`src/rtl/cpu_pkg.sv`:
```
// cpu_pkg: shared types and constants for the instruction fetch front end.
//   XLEN             - data / address word width
//   IMEM_AW          - instruction memory word-address width
//   RESET_PC_DEFAULT - default fetch address after reset
//   fetch_state_t    - fetch FSM states
//   fetch_entry_t    - one prefetch queue entry (IF/ID pc + instruction)
package cpu_pkg;

  localparam int XLEN = 32;
  localparam int IMEM_AW = 10;
  localparam logic [XLEN-1:0] RESET_PC_DEFAULT = 32'h0000_0000;

  typedef enum logic [1:0] {
    S_REQ  = 2'd0,
    S_WAIT = 2'd1,
    S_DROP = 2'd2
  } fetch_state_t;

  typedef struct packed {
    logic [XLEN-1:0] pc;
    logic [XLEN-1:0] instr;
  } fetch_entry_t;

endpackage

```
`src/rtl/fetch_fifo.sv`:
```
// fetch_fifo: prefetch queue storage and pointers.
// Ports:
//   clk, rst   - clock, synchronous active-high reset
//   push       - write push_data at the tail
//   pop        - drop the head entry
//   flush      - empty the queue (wins over push/pop)
//   push_data  - entry to write
//   head       - entry at the read pointer (undefined when count == 0)
//   count      - number of valid entries, 0..DEPTH
module fetch_fifo
  import cpu_pkg::*;
#(
  parameter int DEPTH = 4
) (
  input  logic                     clk,
  input  logic                     rst,
  input  logic                     push,
  input  logic                     pop,
  input  logic                     flush,
  input  fetch_entry_t             push_data,
  output fetch_entry_t             head,
  output logic [$clog2(DEPTH):0]   count
);

  localparam int PW = $clog2(DEPTH);
  localparam int CW = PW + 1;

  fetch_entry_t   mem [DEPTH];
  logic [PW-1:0]  wr_ptr;
  logic [PW-1:0]  rd_ptr;

  // Storage is not reset; the top masks head whenever count is zero.
  always_ff @(posedge clk) begin
    if (push) begin
      mem[wr_ptr] <= push_data;
    end
  end

  // DEPTH is a power of two, so the pointers wrap naturally.
  always_ff @(posedge clk) begin
    if (rst || flush) begin
      wr_ptr <= '0;
      rd_ptr <= '0;
      count  <= '0;
    end else begin
      if (push) begin
        wr_ptr <= wr_ptr + PW'(1);
      end
      if (pop) begin
        rd_ptr <= rd_ptr + PW'(1);
      end
      case ({push, pop})
        2'b10:   count <= count + CW'(1);
        2'b01:   count <= count - CW'(1);
        default: count <= count;
      endcase
    end
  end

  assign head = mem[rd_ptr];

endmodule

```
`src/rtl/fetch_queue.sv`:
```
// fetch_queue: instruction fetch unit with a small prefetch queue feeding ID.
// Optional feature macro: FETCH_QUEUE_BYPASS_EN (an acked word arriving at an
// empty queue is presented to ID in the same cycle).
// Ports:
//   clk, rst        - clock, synchronous active-high reset
//   imem_req        - instruction memory read request
//   imem_addr       - word address, fetch_pc[11:2]
//   imem_ack        - read data valid this cycle
//   imem_rdata      - instruction word from memory
//   redirect        - taken branch / jump from EX
//   redirect_pc     - branch target
//   stall           - ID cannot accept an instruction this cycle
//   id_valid        - id_pc / id_instr hold a valid instruction
//   id_pc           - fetch address + 4 of the presented instruction
//   id_instr        - instruction presented to ID
//
// state  | meaning
// S_REQ  | may issue a request (no request outstanding)
// S_WAIT | request outstanding, address held stable until ack
// S_DROP | outstanding response is stale and will be discarded
module fetch_queue
  import cpu_pkg::*;
#(
  parameter int              DEPTH    = 4,
  parameter logic [XLEN-1:0] RESET_PC = RESET_PC_DEFAULT
) (
  input  logic               clk,
  input  logic               rst,
  output logic               imem_req,
  output logic [IMEM_AW-1:0] imem_addr,
  input  logic               imem_ack,
  input  logic [XLEN-1:0]    imem_rdata,
  input  logic               redirect,
  input  logic [XLEN-1:0]    redirect_pc,
  input  logic               stall,
  output logic               id_valid,
  output logic [XLEN-1:0]    id_pc,
  output logic [XLEN-1:0]    id_instr
);

  localparam int CW = $clog2(DEPTH) + 1;

  fetch_state_t    state;
  logic [XLEN-1:0] fetch_pc;
  logic [XLEN-1:0] next_pc;
  logic [CW-1:0]   count;
  logic            room;
  logic            accept;
  logic            push;
  logic            pop;
  logic            queue_valid;
  fetch_entry_t    head;
  fetch_entry_t    push_data;

  assign next_pc     = fetch_pc + 32'd4;
  // In S_REQ nothing is outstanding, so room only depends on count.
  assign room        = (count < CW'(DEPTH));
  assign imem_req    = !rst && (((state == S_REQ) && room) || (state == S_WAIT));
  assign imem_addr   = fetch_pc[IMEM_AW+1:2];
  assign accept      = imem_req && imem_ack;
  assign queue_valid = (count != '0);
  assign push_data   = {next_pc, imem_rdata};
  assign pop         = queue_valid && !stall && !redirect;

`ifdef FETCH_QUEUE_BYPASS_EN
  logic bypass;
  assign bypass = accept && !redirect && !queue_valid;
  // A bypassed word is consumed directly by ID unless ID is stalled.
  assign push   = accept && !redirect && (!bypass || stall);
`else
  assign push   = accept && !redirect;
`endif

  always_comb begin
    id_valid = queue_valid;
    id_pc    = head.pc;
    id_instr = head.instr;
`ifdef FETCH_QUEUE_BYPASS_EN
    if (bypass) begin
      id_valid = 1'b1;
      id_pc    = next_pc;
      id_instr = imem_rdata;
    end
`endif
    if (!id_valid) begin
      id_pc    = '0;
      id_instr = '0;
    end
  end

  // A redirect with a request still pending (not acked this cycle) must
  // swallow the eventual response, hence S_DROP from both S_REQ and S_WAIT.
  always_ff @(posedge clk) begin
    if (rst) begin
      state    <= S_REQ;
      fetch_pc <= RESET_PC;
    end else if (redirect) begin
      fetch_pc <= redirect_pc;
      case (state)
        S_REQ:   state <= (imem_req && !imem_ack) ? S_DROP : S_REQ;
        S_WAIT:  state <= imem_ack ? S_REQ : S_DROP;
        S_DROP:  state <= imem_ack ? S_REQ : S_DROP;
        default: state <= S_REQ;
      endcase
    end else begin
      case (state)
        S_REQ: begin
          if (imem_req) begin
            if (imem_ack) begin
              fetch_pc <= next_pc;
            end else begin
              state <= S_WAIT;
            end
          end
        end
        S_WAIT: begin
          if (imem_ack) begin
            fetch_pc <= next_pc;
            state    <= S_REQ;
          end
        end
        S_DROP: begin
          if (imem_ack) begin
            state <= S_REQ;
          end
        end
        default: state <= S_REQ;
      endcase
    end
  end

  fetch_fifo #(
    .DEPTH (DEPTH)
  ) u_fifo (
    .clk       (clk),
    .rst       (rst),
    .push      (push),
    .pop       (pop),
    .flush     (redirect),
    .push_data (push_data),
    .head      (head),
    .count     (count)
  );

endmodule

```
`config.mk`:
```
export PLATFORM = sky130hd
export DESIGN_NAME = fetch_queue
export DESIGN_NICKNAME = d
export VERILOG_FILES = /design/src/rtl/cpu_pkg.sv /design/src/rtl/fetch_fifo.sv /design/src/rtl/fetch_queue.sv
export SDC_FILE = /design/constraint.sdc
export NUM_CORES = 1
export LEC_CHECK = 0
export ABC_CLOCK_PERIOD_IN_PS = 3300
export BUFFER_PORTS_ARGS = -buffer_cell sky130_fd_sc_hd__buf_2
export CAP_MARGIN = 25
export CORE_AREA = 2 2 170 172
export DETAILED_ROUTE_END_ITERATION = 12
export DIE_AREA = 0 0 172 174
export MAX_ROUTING_LAYER = met4
export PLACE_DENSITY = 0.63
export RECOVER_POWER = 50
export SLEW_MARGIN = 20
export SYNTH_ARGS = -nofsm -noshare
export SYNTH_HDL_FRONTEND = slang
export SYNTH_SLANG_ARGS = --single-unit
export TNS_END_PERCENT = 100
```
`constraint.sdc`:
```
create_clock -name clk -period 3.3 [get_ports clk]
set_input_delay 0.165 -clock clk [delete_from_list [all_inputs] [get_ports clk]]
set_output_delay 0.165 -clock clk [all_outputs]
set_load 0.005 [all_outputs]
```
==> impl_summary.log <==
INFO  metric status = completed
INFO  metric cts.reportedPaths.clkPinSlew = 0.06 ns
INFO  metric placement.setup.worst_slack = 0.656 ns
INFO  metric mostFrequentLayoutCells = sky130_fd_sc_hd__edfxtp_1, sky130_fd_sc_hd__buf_2, sky130_fd_sc_hd__dlygate4sd3_1, sky130_fd_sc_hd__mux4_2, sky130_fd_sc_hd__and2_1
INFO  metric postCtsSetupBuffers = 0
INFO  metric netlist_area = 12,500 um2
INFO  metric wl = 27.0 mm
INFO  metric post-route-worst-setup-slack = 0.437 ns
INFO  metric ys_dominant_reg_cell = sky130_fd_sc_hd__edfxtp_1
INFO  metric vertical_die_dimension = 174 um
INFO  metric firstDrtPassIters = 5
INFO  metric timing_hold_violations_final = 0
INFO  metric report.power.total = 7.93 mW
INFO  metric wire_length_of_the_first_global_routing_pass = 41.9 mm
INFO  metric power.density_cell_area = 519 nW/um2
INFO  metric internal_power = 6.31 mW
INFO  metric yosys_register_bits = 299
INFO  metric static-leakage-power = 5.17 nW
INFO  metric detailed_place_hpwl = 17.5 mm
INFO  metric share_seq_of_total_power = 53.4%
INFO  metric clock_tree.htree_level_count = 1
INFO  metric port_buffers = 144
INFO  metric max_freq = 349 MHz
INFO  metric num_io_pins = 145
INFO  metric synth-seq-area-share = 68.3%
INFO  metric synth.net_count = 854
INFO  metric asyncSetResetFlopFracSynth = 0%
INFO  metric synthCells = 775
INFO  metric fin_setup_tns = 0 ns
INFO  metric start_kind = flop
INFO  metric core = 28,200 um2
INFO  metric worst-setup-path-type = reg2out
INFO  metric final_min_period_over_clock_period = 86.8%
INFO  metric timing.final.setup_violations = 0
INFO  metric postLayoutCellArea = 15,300 um2
INFO  metric synth.avg_cell_area = 16.2 um2
INFO  metric grt_util_all_layers = 18.9%
INFO  metric clock_skew = 0.0217 ns
INFO  metric max_cap_viol_count = 0
INFO  metric cts-root-to-sink-buffers = 3
INFO  metric top_layer_used = met4
INFO  metric vdd.ir_drop.worst = 417 uV
INFO  metric synth_edf_count = 256
INFO  metric die_area = 29,900 um2
INFO  metric proportion_of_layout_cells_with_a_drive_suffix_above_1 = 23.7%
INFO  metric synth_cell_type_count = 50
INFO  metric detail_route.iter0.violations = 600
INFO  metric detail-route-antenna-nets = 0
INFO  metric net-switching-power = 1.62 mW
INFO  metric wl_met2 = 13.1 mm
INFO  metric remaining_drc_errors = 0
INFO  metric timing.critical_path.arrival = 2.70 ns
INFO  metric route.vias.total = 7,224
INFO  metric cts_tree = yes
INFO  metric worst-path-max-fanout = 65
INFO  metric drt-met1-wl = 12.1 mm
INFO  metric pwr-share-clk = 41.6%
INFO  metric drt-wirelength-per-cell = 19.4 um
INFO  metric layout.cells.most_common = sky130_fd_sc_hd__edfxtp_1
INFO  metric die-width = 172 um
INFO  metric overflow = 0
INFO  metric cts_sinks = 299
INFO  metric worst_ep_required_time = 3.13 ns
INFO  metric synthToLayoutAreaGrowth = 21.8%
INFO  metric rsz0062_at_grt = false
INFO  metric worst_skew_pair.late_latency = 0.55 ns
INFO  metric p_comb_share = 5.1%
INFO  metric design.final.nets = 1,065
INFO  metric worst_pin_slew = 1.14 ns
INFO  metric dpl_cell_area = 13,700 um2
INFO  metric finalWorstPathRequiredPeriod = 2.86 ns
INFO  metric timing.slew.headroom = 24.1%
INFO  metric yosys_warnings = 0
INFO  metric antennaDiodeCount = 0
INFO  metric floorplan.initialDensity = 44.4%
INFO  metric hold_path_class = in2reg
INFO  metric grt_start_max_net_pins = 66
INFO  metric cts.root.buffer_cell = sky130_fd_sc_hd__clkbuf_16
INFO  metric gpl.final_weighted_congestion = 0.894
INFO  metric critical_path.endpoint_type = output pin
INFO  metric vias_in_the_first_global_route = 7,264
INFO  metric sw_frac_of_total = 20.4%
INFO  metric std_cell_rows = 62
INFO  metric cts-buffers-inserted = 30
INFO  metric timing_max_transition_violations_final = 0
INFO  metric via_per_inst = 5.18
INFO  metric met3WireLength = 1.45 mm
INFO  metric number_of_antenna_violations_at_the_first_check_in_global_routing = 0
## metrics by stage
step                      utilization [%]  hold slack [ns]  instances
final                                54.0           0.0433       1394
after detailed placement             48.6            0.381       1272
after CTS                            54.4           0.0236       1394
after global placement               48.6            0.380       1272
after global routing                 54.0           0.0662       1394
after floorplan                         -            0.264        775
## layout make-up
| cell class | instances | area (um2) |
|---|---|---|
| timing repair buffer | 229 | 1540 |
| sequential | 299 | 8560 |
| clock buffer | 41 | 813 |
| multi-input combinational | 413 | 3680 |
| inverter | 13 | 48.8 |
| tap | 384 | 480 |
| clock inverter | 15 | 146 |
| fill | 2379 | 13000 |
## layer usage
metal / vias to the layer above / global-route usage [%]
met1: 3602 / 26.6
met4: 0 / 3.36
met3: 33 / 2.76
li1: 3372 / -
met5: - / -
met2: 217 / 30.1
## cell usage after synthesis (7+ instances only)
master,n,area (um2)
sky130_fd_sc_hd__edfxtp_1,256,7690
sky130_fd_sc_hd__and2_1,67,419
sky130_fd_sc_hd__mux4_2,64,1440
sky130_fd_sc_hd__nor2_1,46,173
sky130_fd_sc_hd__dfxtp_1,43,861
sky130_fd_sc_hd__nand2_1,34,128
sky130_fd_sc_hd__xnor2_1,30,263
sky130_fd_sc_hd__clkbuf_1,27,101
sky130_fd_sc_hd__xor2_1,25,219
sky130_fd_sc_hd__nand3_1,17,85.1
sky130_fd_sc_hd__a211oi_1,13,97.6
sky130_fd_sc_hd__inv_1,12,45.0
sky130_fd_sc_hd__nand4_1,12,75.1
sky130_fd_sc_hd__o21ai_0,11,55.1
sky130_fd_sc_hd__buf_4,10,75.1
sky130_fd_sc_hd__buf_2,9,45.0
sky130_fd_sc_hd__ha_1,9,113
sky130_fd_sc_hd__or3_1,9,56.3
sky130_fd_sc_hd__a21oi_1,8,40.0
sky130_fd_sc_hd__o21a_1,8,60.1
sky130_fd_sc_hd__nor3_1,7,35.0
## worst max-delay path, stage by stage (launching register included)
cell and delay (ns):
sky130_fd_sc_hd__dfxtp_1 0.34, sky130_fd_sc_hd__or3_2 0.48, sky130_fd_sc_hd__clkbuf_2 0.66, sky130_fd_sc_hd__and2_0 0.47
sky130_fd_sc_hd__buf_2 0.17
## path summary, 6_finish.rpt
path | from | end | slack, ns | cells past startpoint
worst max-delay path | u_fifo.count[2] | id_pc[23] | 0.44 | 4
worst min-delay path | stall | flop | 0.04 | 4
worst max register to register | state[1] | u_fifo.mem[0][15] | 0.49 | 7
worst min register to register | fetch_pc[31] | fetch_pc[31] | 0.51 | 2
## sequential cells by signal, summed over array words and instances (netlist names), named ones only
register,cells
u_fifo.mem,256
u_fifo.rd_ptr,2
fetch_pc,32
u_fifo.count,3
u_fifo.wr_ptr,2
state,2
## power by group through the flow
stage	registers, mW	logic (mW)	clock network, mW
floorplan	4.29	0.205	0
global placement	4.31	0.347	0
detailed placement	4.31	0.352	0
CTS	4.23	0.414	3.37
global route	4.24	0.443	3.53
finish	4.23	0.400	3.29
## repair_timing
item | in CTS | in global routing
hold buffers | 66 | 0
gates resized for setup | 0 | 0
endpoints found under the hold margin | 160 | 0
setup endpoints to repair | 0 | 0
## cell families after synthesis
family,after synthesis,synth area share [%]
simple gates,223,9.71
compound gates,59,3.13
mux,66,11.7
fa+ha+maj,10,1.06
flops,299,68.3
buf+inv,63,2.34
xor+xnor,55,3.85
(Power assumes the default switching activity.)
